**src/rtl/alu_ctrl_pkg.sv**
```systemverilog
// rtl/alu_ctrl_pkg.sv - shared opcodes, FSM encoding and instruction field positions
package alu_ctrl_pkg;

  typedef enum logic [2:0] {
    OP_NEG_A = 3'b000,
    OP_NEG_B = 3'b001,
    OP_ADD   = 3'b010,
    OP_SUB   = 3'b011,
    OP_AND   = 3'b100,
    OP_OR    = 3'b101,
    OP_MUL   = 3'b110,
    OP_XOR   = 3'b111
  } alu_op_e;

  typedef enum logic [1:0] {
    ST_IDLE = 2'd0,
    ST_EXEC = 2'd1,
    ST_WB   = 2'd2
  } state_e;

  // src1 overlaps the top of the immediate; imm instructions constrain src1
  localparam int INSTR_IMM_BIT  = 15;
  localparam int INSTR_SEL_LSB  = 12;
  localparam int INSTR_DEST_LSB = 9;
  localparam int INSTR_SRC1_LSB = 6;
  localparam int INSTR_SRC2_LSB = 0;
  localparam int INSTR_IMM_LSB  = 0;

endpackage

```
**src/rtl/regfile_8x8.sv**
```systemverilog
// rtl/regfile_8x8.sv - 8x8 register file, two operand read ports plus debug port, r0 hardwired to zero
module regfile_8x8 (
  input  logic       clk,
  input  logic       reset_n,
  input  logic [2:0] ra_addr,
  output logic [7:0] ra_data,
  input  logic [2:0] rb_addr,
  output logic [7:0] rb_data,
  input  logic [2:0] dbg_addr,
  output logic [7:0] dbg_data,
  input  logic       we,
  input  logic [2:0] waddr,
  input  logic [7:0] wdata
);

  logic [7:0][7:0] regs_q;
  logic [7:0][7:0] regs_d;

  always_comb begin
    regs_d = regs_q;
    if (we) regs_d[waddr] = wdata;
    regs_d[0] = 8'h00;
  end

  always_ff @(posedge clk or negedge reset_n) begin
    if (!reset_n) regs_q <= '0;
    else          regs_q <= regs_d;
  end

  assign ra_data  = regs_q[ra_addr];
  assign rb_data  = regs_q[rb_addr];
  assign dbg_data = regs_q[dbg_addr];

endmodule

```
**src/rtl/alu_issue_ctrl.sv**
```systemverilog
// rtl/alu_issue_ctrl.sv - issues one instruction per three cycles to an external ALU and writes back the result
module alu_issue_ctrl
  import alu_ctrl_pkg::*;
(
  input  logic        clk,
  input  logic        reset_n,
  input  logic        instr_valid,
  output logic        instr_ready,
  input  logic [15:0] instr,
  output logic [7:0]  alu_a,
  output logic [7:0]  alu_b,
  output logic [2:0]  alu_sel,
  input  logic [7:0]  alu_result,
  input  logic        alu_cout,
  output logic        wb_valid,
  output logic [2:0]  wb_addr,
  output logic [7:0]  wb_data,
  output logic        carry_flag,
  input  logic [2:0]  dbg_addr,
  output logic [7:0]  dbg_data
);

  state_e     state_q, state_d;
  logic [7:0] alu_a_q, alu_a_d;
  logic [7:0] alu_b_q, alu_b_d;
  alu_op_e    alu_sel_q, alu_sel_d;
  logic [2:0] dest_q, dest_d;
  logic       wb_valid_q, wb_valid_d;
  logic [2:0] wb_addr_q, wb_addr_d;
  logic [7:0] wb_data_q, wb_data_d;
  logic       carry_q, carry_d;

  logic       rf_we;
  logic [7:0] src1_data, src2_data;

  regfile_8x8 u_regfile (
    .clk      (clk),
    .reset_n  (reset_n),
    .ra_addr  (instr[INSTR_SRC1_LSB +: 3]),
    .ra_data  (src1_data),
    .rb_addr  (instr[INSTR_SRC2_LSB +: 3]),
    .rb_data  (src2_data),
    .dbg_addr (dbg_addr),
    .dbg_data (dbg_data),
    .we       (rf_we),
    .waddr    (dest_q),
    .wdata    (alu_result)
  );

  always_comb begin
    state_d    = state_q;
    alu_a_d    = alu_a_q;
    alu_b_d    = alu_b_q;
    alu_sel_d  = alu_sel_q;
    dest_d     = dest_q;
    wb_valid_d = wb_valid_q;
    wb_addr_d  = wb_addr_q;
    wb_data_d  = wb_data_q;
    carry_d    = carry_q;
    rf_we      = 1'b0;
    case (state_q)
      ST_IDLE: begin
        if (instr_valid) begin
          alu_sel_d = alu_op_e'(instr[INSTR_SEL_LSB +: 3]);
          dest_d    = instr[INSTR_DEST_LSB +: 3];
          alu_a_d   = src1_data;
          alu_b_d   = instr[INSTR_IMM_BIT] ? instr[INSTR_IMM_LSB +: 8] : src2_data;
          state_d   = ST_EXEC;
        end
      end
      ST_EXEC: begin
        rf_we      = 1'b1;
        wb_valid_d = 1'b1;
        wb_addr_d  = dest_q;
        wb_data_d  = alu_result;
        if (alu_sel_q == OP_ADD) carry_d = alu_cout;
        state_d    = ST_WB;
      end
      ST_WB: begin
        wb_valid_d = 1'b0;
        state_d    = ST_IDLE;
      end
      default: state_d = ST_IDLE;
    endcase
  end

  always_ff @(posedge clk or negedge reset_n) begin
    if (!reset_n) begin
      state_q    <= ST_IDLE;
      alu_a_q    <= 8'h00;
      alu_b_q    <= 8'h00;
      alu_sel_q  <= OP_NEG_A;
      dest_q     <= 3'd0;
      wb_valid_q <= 1'b0;
      wb_addr_q  <= 3'd0;
      wb_data_q  <= 8'h00;
      carry_q    <= 1'b0;
    end else begin
      state_q    <= state_d;
      alu_a_q    <= alu_a_d;
      alu_b_q    <= alu_b_d;
      alu_sel_q  <= alu_sel_d;
      dest_q     <= dest_d;
      wb_valid_q <= wb_valid_d;
      wb_addr_q  <= wb_addr_d;
      wb_data_q  <= wb_data_d;
      carry_q    <= carry_d;
    end
  end

  assign instr_ready = (state_q == ST_IDLE);
  assign alu_a       = alu_a_q;
  assign alu_b       = alu_b_q;
  assign alu_sel     = alu_sel_q;
  assign wb_valid    = wb_valid_q;
  assign wb_addr     = wb_addr_q;
  assign wb_data     = wb_data_q;
  assign carry_flag  = carry_q;

endmodule

```
**config.mk**
```make
export PLATFORM = sky130hd
export DESIGN_NAME = alu_issue_ctrl
export DESIGN_NICKNAME = d
export VERILOG_FILES = /design/src/rtl/alu_ctrl_pkg.sv /design/src/rtl/regfile_8x8.sv /design/src/rtl/alu_issue_ctrl.sv
export SDC_FILE = /design/constraint.sdc
export NUM_CORES = 1
export LEC_CHECK = 0
export ABC_AREA = 1
export CORE_AREA = 2 2 125 127
export DETAILED_ROUTE_END_ITERATION = 6
export DIE_AREA = 0 0 127 129
export DONT_BUFFER_PORTS = 1
export PLACE_DENSITY_LB_ADDON = 0.12
export RECOVER_POWER = 100
export SETUP_SLACK_MARGIN = 0.02
export SLEW_MARGIN = 0
export SYNTH_ARGS = -nofsm -noshare
export SYNTH_HDL_FRONTEND = slang
export SYNTH_SLANG_ARGS = --single-unit
```
**constraint.sdc**
```tcl
create_clock -name clk -period 1.9 [get_ports clk]
set_input_delay 0.57 -clock clk [delete_from_list [all_inputs] [get_ports clk]]
set_output_delay 0.57 -clock clk [all_outputs]
set_load 0.01 [all_outputs]
```
==> qor.yml <==
status: "finished, violations left"
violations: "DRC, hold timing"
ioPinCount: 72
layout_commonest_cell: "nand2_1"
insertion_delay_ns: 0.36
power_density_mw_per_mm2: 1570
final_cell_mix: "nand2_1, dfrtp_1, o21ai_0"
synth_top_cell_area_share_pct: 44.7
synthTopCellsByArea: "dfrtp_1, nand2_1, o21ai_0"
fin_hold_ws_ns: -0.0949
die_y_um: 129
grt_remaining_overflow: 0
syn_to_final_growth_pct: 11.7
cp_max_fo: 4
worst_pin_slew_ns: 0.505
grt_pass1_wl_um: 27800
antenna_found_initial: 0
ir_drop_mv: 0.480
min_period_ns: 1.89
syn_area_sq_mm: 0.00521
cts_sinks: 93
ys_types: 25
fmax_mhz: 529
start_kind: "register"
ys_ff_latch: 93
cts.root.buffer_cell: "clkbuf_16"
drt_wl_total_um: 18200
via_count: 4772
synth-seq-area-share_pct: 44.7
stdcell_count: 910
setup_tns_ns: 0
cts_tree: "done"
viasPerCell: 5.24
path_cells: "inv_2, nand2_1, o211ai_1, nand2_1, nor2_2, a21oi_2"
dpl.hpwl_um: 12800
layout.nets: 751
dieArea_sq_mm: 0.0164
grt_max_degree: 94
criticalPathCategory: "register to output pin"
grt_usage_pct: 22.8
path_buf_inv: 1
htreeDepth: 3
placedCellCount: 874
coreArea_sq_mm: 0.0150
setup_violations: 0
start_util_pct: 34.8
cts_inserted_buffers: 9
worst_path_dominant_cell_family: "flip-flops"
syn_avg_cell_area_sq_um: 7.38
cp_slowest_cell: "dfrtp_1"
synthesis.nets: 740
port-buffer-count: 0
grt_use_met3_pct: 4.45
final_util_pct: 38.8
post_drt_wl_per_cell_um: 20.0
drt_iter0_markers: 417
crit_top_cell: "nand2_1"
rsz0062_at_grt: "true"
post-synth-top-area-cell: "dfrtp_1"
cap_violations: 0
slowest_delay_ns: 0.37
use_met1_pct: 31.1
rows: 45
leakagePower_nw: 2.83
clk_pin_slew_ns: 0.07
drt-pass1-iter-count: 7
slew_headroom_pct: 66.3
required_ns: 1.33
cts.path.max_buffers: 2
gp_congestion: 0.888
hold_viol: 93
grt_pass1_vias: 4513
die_w_um: 127
cp-end-kind: "output pin"
syn_inst: 706
finalClockSkew_ns: 0.0109
drc_errors: 1
final_layout_size_suffix_gt1_share_pct: 15.1
ant_nets: 0
grtUsageMet2_pct: 36.4
min_path_type: "input port to async pin"
grt_busiest_layer: "met2"
yosys_warnings: 0
drv_slew: 0
worstPathArrival_ns: 1.32
layout_worst_path_cycle_share_pct: 99.5
diodes: 0
power breakdown:
part | internal [mW] | total, mW | leakage, nW | switching [mW]
Combinational | 1.34 | 3.34 | 1.61 | 2.00
Sequential | 2.98 | 4.04 | 1.10 | 1.06
Clock | 0.898 | 1.75 | 0.129 | 0.852
worst paths after layout:
kind,end,slack [ns],depth (start not counted),start
max,dbg_data[1],0.009,6,u_regfile.regs_q[57]
min,state_q[0],-0.09,0,reset_n
max reg2reg,u_regfile.regs_q[48],0.15,8,state_q[1]
min reg2reg,u_regfile.regs_q[24],0.49,2,u_regfile.regs_q[24]
max in group asynchronous,u_regfile.regs_q[29],1.86,0,reset_n
min in group clk,dest_q[0],0.32,2,instr[9]
flip-flops by register name (all words and copies together), names as in the netlist:
name and count:
alu_sel 3, wb_addr 3, wb_valid 1, dest_q 3
wb_data 8, state_q 2, carry_flag 1, u_regfile.regs_q 56
alu_b 8, alu_a 8
cells in the mapped netlist:
library cell,number
a21oi_1,56
nor3_4,1
nor2_2,4
nand2_1,219
o21ai_1,32
buf_4,3
nand3_2,2
o21ai_0,65
nor2_1,23
buf_2,20
or2_2,6
inv_1,71
clkbuf_1,7
clkinv_1,1
clkbuf_2,2
mux2_2,1
inv_2,4
buf_6,7
dfrtp_1,93
o21ai_2,10
nor2_4,2
ha_1,3
nand2_2,7
o211ai_1,19
nand3_1,48
cell type report:
cell class	instances	area, sq um
sequential	93	2330
clock buffer	10	229
tap	188	235
inverter	76	289
fill	1613	9160
multi-input combinational	498	2400
timing repair buffer	39	293
clock inverter	6	46.3
kinds of logic (layout without fill, tap and decap cells):
group           count (synthesis)  after routing  synth area share (%)
compound gates                182            182                  19.1
fa+ha+maj                       3              3                 0.721
buf+inv                       115            131                  10.0
flops                          93             93                  44.7
mux                             1              1                 0.216
simple gates                  312            312                  25.2
metal layers:
| metal | up-vias | part of all wire, % |
|---|---|---|
| met4 | 0 | 1.8 |
| met2 | 138 | 46 |
| met1 | 2307 | 46 |
| met5 | - | 0 |
| li1 | 2306 | - |
| met3 | 21 | 5.6 |
worst reg2reg max path: stages (launching register included):
cell and delay (ns):
dfrtp_1 0.39, inv_1 0.10, ha_1 0.27, inv_1 0.15
nor2_2 0.20, nand3_2 0.08, clkbuf_4 0.26, nand2_1 0.11
o21ai_0 0.07
timing repair:
action,4_1_cts,5_1_grt
buffers inserted,11,12
cloned,0,0
endpoints found under the setup margin,8,8
pin swaps,5,13
resized for setup,14,31
endpoints found under the hold margin,93,93
per-stage QoR:
stage          total power, mW  instance area, sq um  hold WS [ns]  setup slack (ns)
3_5_place_dp              7.10                  5390         0.279           -0.0484
4_1_cts                   9.06                  5760        -0.108           -0.0506
3_3_place_gp              7.06                  5390         0.278           -0.0161
6_report                  9.13                  5820       -0.0949           0.00904
5_1_grt                   9.84                  5820        -0.113           -0.0472
2_1_floorplan             6.08                  5240         0.274           0.00707
(Power assumes the default switching activity.)
